==> src/rtl/alu_unit.sv <==
// -----------------------------------------------------------------------------
// alu_unit
//   Registered 32-bit integer ALU for the execute stage. Add/sub (trapping and
//   non-trapping), bitwise logic, logical shifts by an immediate amount and
//   signed/unsigned set-less-than. Operands are sampled on the rising edge of
//   clk; Result and OverFlow are valid one cycle later and are reloaded on
//   every edge.
//
// Ports
//   clk       in   1   system clock
//   rst       in   1   synchronous active-high reset (clears Result/OverFlow)
//   A         in   32  first operand (rs)
//   B         in   32  second operand (rt), also the shifted operand
//   ALUOp     in   4   operation select
//   Shamt     in   5   shift amount
//   Result    out  32  registered result
//   OverFlow  out  1   registered signed-overflow flag (Add/Sub only)
// -----------------------------------------------------------------------------
module alu_unit (
    input  logic        clk,
    input  logic        rst,
    input  logic [31:0] A,
    input  logic [31:0] B,
    input  logic [3:0]  ALUOp,
    input  logic [4:0]  Shamt,
    output logic [31:0] Result,
    output logic        OverFlow
);

    localparam logic [3:0] OP_ADD  = 4'd0;
    localparam logic [3:0] OP_ADDU = 4'd1;
    localparam logic [3:0] OP_SUB  = 4'd2;
    localparam logic [3:0] OP_SUBU = 4'd3;
    localparam logic [3:0] OP_AND  = 4'd4;
    localparam logic [3:0] OP_OR   = 4'd5;
    localparam logic [3:0] OP_NOR  = 4'd6;
    localparam logic [3:0] OP_XOR  = 4'd7;
    localparam logic [3:0] OP_SLL  = 4'd8;
    localparam logic [3:0] OP_SRL  = 4'd9;
    localparam logic [3:0] OP_SLT  = 4'd10;
    localparam logic [3:0] OP_SLTU = 4'd11;

    logic [31:0] sum;
    logic [32:0] diff;
    logic        add_of;
    logic        sub_of;
    logic        lt_signed;
    logic        lt_unsigned;
    logic [31:0] result_next;
    logic        overflow_next;

    // The subtractor is one bit wider so its top bit is the borrow, which
    // gives the unsigned compare for free.
    assign sum  = A + B;
    assign diff = {1'b0, A} - {1'b0, B};

    assign add_of = (A[31] == B[31]) && (sum[31] != A[31]);
    assign sub_of = (A[31] != B[31]) && (diff[31] != A[31]);

    // Signed less-than is the sign of A-B, corrected when that sign was
    // flipped by overflow.
    assign lt_signed   = diff[31] ^ sub_of;
    assign lt_unsigned = diff[32];

    always_comb begin
        result_next   = 32'd0;
        overflow_next = 1'b0;
        case (ALUOp)
            OP_ADD: begin
                result_next   = sum;
                overflow_next = add_of;
            end
            OP_ADDU: result_next = sum;
            OP_SUB: begin
                result_next   = diff[31:0];
                overflow_next = sub_of;
            end
            OP_SUBU: result_next = diff[31:0];
            OP_AND:  result_next = A & B;
            OP_OR:   result_next = A | B;
            OP_NOR:  result_next = ~(A | B);
            OP_XOR:  result_next = A ^ B;
            OP_SLL:  result_next = B << Shamt;
            OP_SRL:  result_next = B >> Shamt;
            OP_SLT:  result_next = {31'd0, lt_signed};
            OP_SLTU: result_next = {31'd0, lt_unsigned};
            default: begin
                result_next   = 32'd0;
                overflow_next = 1'b0;
            end
        endcase
    end

    always_ff @(posedge clk) begin
        if (rst) begin
            Result   <= 32'd0;
            OverFlow <= 1'b0;
        end else begin
            Result   <= result_next;
            OverFlow <= overflow_next;
        end
    end

endmodule

==> config.mk <==
export PLATFORM = sky130hd
export DESIGN_NAME = alu_unit
export DESIGN_NICKNAME = d
export VERILOG_FILES = /design/src/rtl/alu_unit.sv
export SDC_FILE = /design/constraint.sdc
export NUM_CORES = 1
export LEC_CHECK = 0
export ABC_AREA = 0
export CAP_MARGIN = 10
export CORE_ASPECT_RATIO = 1.4
export CORE_UTILIZATION = 54
export CTS_CLUSTER_DIAMETER = 120
export DETAILED_ROUTE_END_ITERATION = 7
export GPL_TIMING_DRIVEN = 0
export PLACE_DENSITY = 0.85
export SYNTH_ARGS = -nofsm -noshare
export SYNTH_HDL_FRONTEND = slang
export SYNTH_SLANG_ARGS = --single-unit
export TNS_END_PERCENT = 50
==> constraint.sdc <==
create_clock -name clk -period 4.1 [get_ports clk]
set_clock_uncertainty 0.1 [all_clocks]
set_input_delay 0.615 -clock clk [delete_from_list [all_inputs] [get_ports clk]]
set_output_delay 0.615 -clock clk [all_outputs]
set_load 0.1 [all_outputs]
* Yosys cells after proc, flatten, opt, wreduce, memory -nomap -nowiden
Cells that the tools add are included.
Storage, ports and cells: bits in registers 33, input bits 75, output and inout port bits 33, logic and storage cells 33
Operators by class: add/subtract/negate cells 2, equal/unequal tests 15, shift-type cells 2, multiplexer cells 2, bitwise gates (word level) 5, reduce and logical (&&, ||, !) cells 5
Operator list (count):
- one-hot mux 32 bit (10 select lines) | 1
- subtractor 32 x 32 -> 33 bit | 1
- adder 32 bit | 1
- bitwise AND 32 bit | 1
- inverter 32 bit | 1
- bitwise OR 32 bit | 1
- left shift 32 x 5 -> 32 bit | 1
- right shift 32 x 5 -> 32 bit | 1
- XOR 32 bit | 1
- equality test 4 x 3 -> 1 bit, second input constant | 4
- equality test 4 bit, second input constant | 4
- equality test 4 x 2 -> 1 bit, second input constant | 2
- equality test 4 x 1 -> 1 bit, second input constant | 1
- logical NOT 4 bit | 1
- OR reduction 2 bit | 2
- inequality test 1 bit | 3
- logical AND 1 bit | 2
- one-hot mux 1 bit (2 select lines) | 1
- equality test 1 bit | 1
- XOR 1 bit | 1

* Logic depth before layout (Yosys ltp)
word-level depth 5, gate-level depth with buffers 20, depth with buffers taken out 19

* Least setup slack after synthesis
OpenSTA, ideal clock, no wires.
path type input to register, from input port A[10], to register Result[31], library setup time 0.132 ns, arrival 3.858 ns, required time 3.868 ns, slack 0.010 ns, stages on the path 19, path buffers 1, cells stage by stage inv_1 -> ha_1 -> buf_6 -> or4_4 -> a2111oi_2 -> o31ai_2 -> a21boi_2 -> o31ai_1 -> o31a_1 -> nor2_2 -> o21bai_1 -> a21oi_1 -> fa_1 -> nand2_1 -> o21ai_0 -> a21oi_1 -> o21ai_0 -> nor2_1 -> a31oi_1
Between the ends: cells in the longest elaborated chain, start to end 2, elaborated cells on any way between the ends 3, those cells by class add/sub (2); mux (1)
RTL lines:
- from (decl) | RTL line 22 | input logic [31:0] A,
- subtractor 32 x 32 -> 33 bit / adder 32 bit (equally long branches) | RTL line 55, 54
- one-hot mux 32 bit (10 select lines) (*) | RTL line 68 | case (ALUOp)
- to (signal assigned) | RTL line 99 | Result <= result_next;
- to (decl) | RTL line 26 | output logic [31:0] Result,
Mark *: on every way between the ends. The rest lies on a longest branch, timed or not. A chain may end at the register's enable or synchronous reset.

* Final worst setup path
from input port B[20], to register OverFlow
Between the ends: cells in the longest elaborated chain, start to end 4, elaborated cells on any way between the ends 7, those cells by class add/sub (2); eq/ne (2); mux (1); reduce/logical (2)
RTL lines:
- from (decl) | RTL line 23 | input logic [31:0] B,
- subtractor 32 x 32 -> 33 bit / adder 32 bit (equally long branches) | RTL line 55, 54
- inequality test 1 bit, on equally long branches | RTL line 58, 57
- logical AND 1 bit, on equally long branches | RTL line 58, 57
- one-hot mux 1 bit (2 select lines) (*) | RTL line 68
- to (signal assigned) | RTL line 100 | OverFlow <= overflow_next;
- to (decl) | RTL line 27 | output logic OverFlow
Marks and branches as above.

==> metrics <==
status=finished, violations left; core outline area=16680 um2; Area Growth Syn to Fin=22.46%; Synth Area in XOR/XNOR=0.02476; sequential area share after synthesis=0.07183; main combinational cell family by area after synthesis=compound AO/OA/AOI/OAI gates; crit path DAT=4220 ps; Pre-Repair DR Iteration Count=8; Yosys cell types=80; Slew @ Worst Pin=1491 ps; Slew HR=-0.001949; fin crit share=1.018; clock sink total=33; DRT iter0 DRCs=2378; CTS Buf Count=5; Adder-Cell Fraction of Synth Area=0.1426; Post-Syn Instances=1378; critical path type=input pin to flip-flop; commonest cells after routing, fill and taps aside=nand2_1 (147), nor2_1 (142), o21ai_0 (130); post-detailed-route wirelength per cell=29.61 um; vias=12710; Final nets=1690; GR peak layer=met2; met3 Use GR=0.1844; total gr overflow=0; Max VDD drop=0.1596 mV; Die Y=156.4 um; combinational power share=0.690; area used by multi-input combinational logic=8164 um2; Crit-path slowest cell=or4_4; Initial Util=0.5515; vias in the first global route=12090; CTS tree=built; total of max-cap violations=1; remaining antenna violation count=0; first-pass GRT wire length=73400 um; share of cells above drive strength 1=0.1454; Die ar.=17570 um2; routed vias/inst=7.408; post-synthesis simple-gate area fraction=0.2001; worst hold-check path type=input pin to flip-flop; startpoint types=input pin; ant diodes=0; Clock Tree Root=clkbuf_16; P_int=0.001238 W; P_leak=4.651 nW; fin area=11260 um2; Syn Nets=1556; Top FF cell, synth=dfxtp_1; GR Layer Usage met1=0.6359; remaining routing DRC violations=17; Die Span X=112.3 um; Final Max Tran Viols=1; Async SR Flop Fraction=0; Fmax=0.2396 GHz; GR Util met2=0.8341; EDFF count, synth=0; final-report setup violation count=4; Detailed Place HPWL=37990 um; WL final=50810 um; family with the most delay on the worst path=compound AO/OA/AOI/OAI gates; Register Area=660.6 um2; num ports=108; Ys Warns=0; Worst path max stage delay=520 ps; Sw Pwr=0.001380 W; Clock Tree Buf Depth=2; placer congestion estimate=1.104; initial antenna violation count=3; CP Data Required Time=4150 ps; largest net degree at the start of global routing=11; Tot Pwr=0.002619 W; Period minus WS final=4174 ps; Hold Crit Depth=6; post-synthesis compound-gate area fraction=0.3503; Setup WS post-layout=-73.58 ps; pwr dens=232.5 nW/um2; post-synthesis register bit count=33; Worst setup EP type=flip-flop; mux share of post-synthesis cell area=0.1241; Mean Syn Cell Area=6.675 um2; row cnt=56; most common cell after layout, fill and taps aside=nand2_1; clock power share=0.177; clk slew on worst S/H paths=60 ps; failing checks=design-rule violations, max-capacitance violations, max-slew violations, negative setup slack; Filler cells=1428; IO Port Bufs=102; hold wc startpoint=A[20]; Post-Syn Area=9198 um2; worst hold margin=989.6 ps; Switching Fraction=0.5272; Hold Vio Cnt, Final=0; cts-stage hold buffer count=0; Seq pwr share=0.133; largest fanout on the critical path=9; RSZ-0062 raised after global routing=yes; Hold Path End=Result[20]; Area after DPL=10490 um2; worst path cell trace=buf_2, inv_2, ha_1, buf_4, or4_4, nor2_4, a21boi_4, o31ai_4, o31a_1, nor2_2, o21bai_2, a21oi_2, fa_2, buf_6, xnor2_2, nor2_1, a31oi_1, nor3_2; worst path buffer plus inverter count=4; Global Route Usage Sum=0.5666; H-tree levels=2
-- cell type report --
class | instances | area share
plain buffers | 100 | 0.03788
clock buffers | 7 | 0.01266
clock inverters | 1 | 0.002666
inverters | 95 | 0.03577
multi-input cells | 1144 | 0.7248
flip-flops and latches | 33 | 0.05865
well taps | 203 | 0.02255
repair buffers | 133 | 0.1050
-- cells by family (layout without fill, tap and decap cells) --
logic type	Yosys count	in the layout
flip-flops	33	33
AO/OA/AOI/OAI	505	505
multiplexers	96	96
XOR/XNOR	26	26
AND/OR/NAND/NOR	414	414
buffers and inverters	201	336
adder cells (fa/ha/maj)	103	103
-- metrics by stage --
stage | util | setup TNS (ps) | worst slack [ps] | cells
6_report | 0.6754 | -206.3 | -73.58 | 1716
5_1_grt | 0.6754 | -444.7 | -227.6 | 1716
4_1_cts | 0.6666 | -60.85 | -37.68 | 1706
3_5_place_dp | 0.6292 | -7421 | -1451 | 1684
3_3_place_gp | 0.6280 | -6854 | -1423 | 1683
2_1_floorplan | - | 0 | 9.613 | 1378
-- routing by layer --
layer / routed length [um] / part of all wire / vias to the layer above
met5: 41 / 0.00081 / -
met4: 6514 / 0.13 / 6
met3: 7127 / 0.14 / 461
met2: 20350 / 0.40 / 1262
met1: 16780 / 0.33 / 5729
li1: - / - / 5254
-- cells in the mapped netlist, drive strengths merged (7+ instances only) --
master,n,area [um2]
o21ai,141,709.4
xnor2,25,219.0
nor3,25,125.1
mux4,13,292.8
a31oi,14,87.58
a211oi,36,275.3
o21bai,11,86.33
mux2,14,157.7
a221oi,9,85.08
dfxtp,33,660.6
mux2i,69,690.7
nand3,18,90.09
inv,95,356.6
o31ai,10,80.07
a21o,14,105.1
clkbuf,67,251.5
a22oi,9,67.56
a21oi,135,679.4
o22ai,35,225.2
o21a,10,75.07
nor2b,10,62.56
o211ai,21,157.7
a211o,7,62.56
nand2b,24,150.1
buf,39,186.4
nor2,148,560.5
ha,100,1251
nand2,147,551.8
-- tightest hold or removal path, cell delays in order --
cell and delay [ps]:
buf_2 140, inv_1 60, ha_1 150, buf_4 190
xnor2_1 90, o22ai_1 110
-- power by group through the flow --
stage	Clock [W]	Combinational [W]	Sequential, W
2_1_floorplan	0	0.000871	0.000516
3_3_place_gp	0	0.00155	0.000354
3_5_place_dp	0	0.00156	0.000356
4_1_cts	0.000449	0.00165	0.000349
5_1_grt	0.000466	0.00186	0.000350
6_report	0.000462	0.00181	0.000349
-- flip-flops by register name, summed over array words and instances, names as in the netlist --
register	cells
OverFlow	1
Result	32
-- repair_timing --
| item | CTS | global route |
|---|---|---|
| pin swaps | 28 | 24 |
| endpoints found under the setup margin | 9 | 9 |
| buffers inserted | 19 | 11 |
| resized for setup | 229 | 81 |
-- worst max-delay path by stage --
| stage | endpoint | depth (start not counted) | from |
|---|---|---|---|
| 2_1_floorplan | Result[31] | 19 | A[10] |
| 3_3_place_gp | Result[31] | 20 | B[10] |
| 3_5_place_dp | Result[31] | 20 | B[10] |
| 4_1_cts | Result[31] | 20 | B[10] |
| 5_1_grt | OverFlow | 19 | B[3] |
| 6_report | OverFlow | 18 | B[20] |
Power figures use the tool's default switching activity.
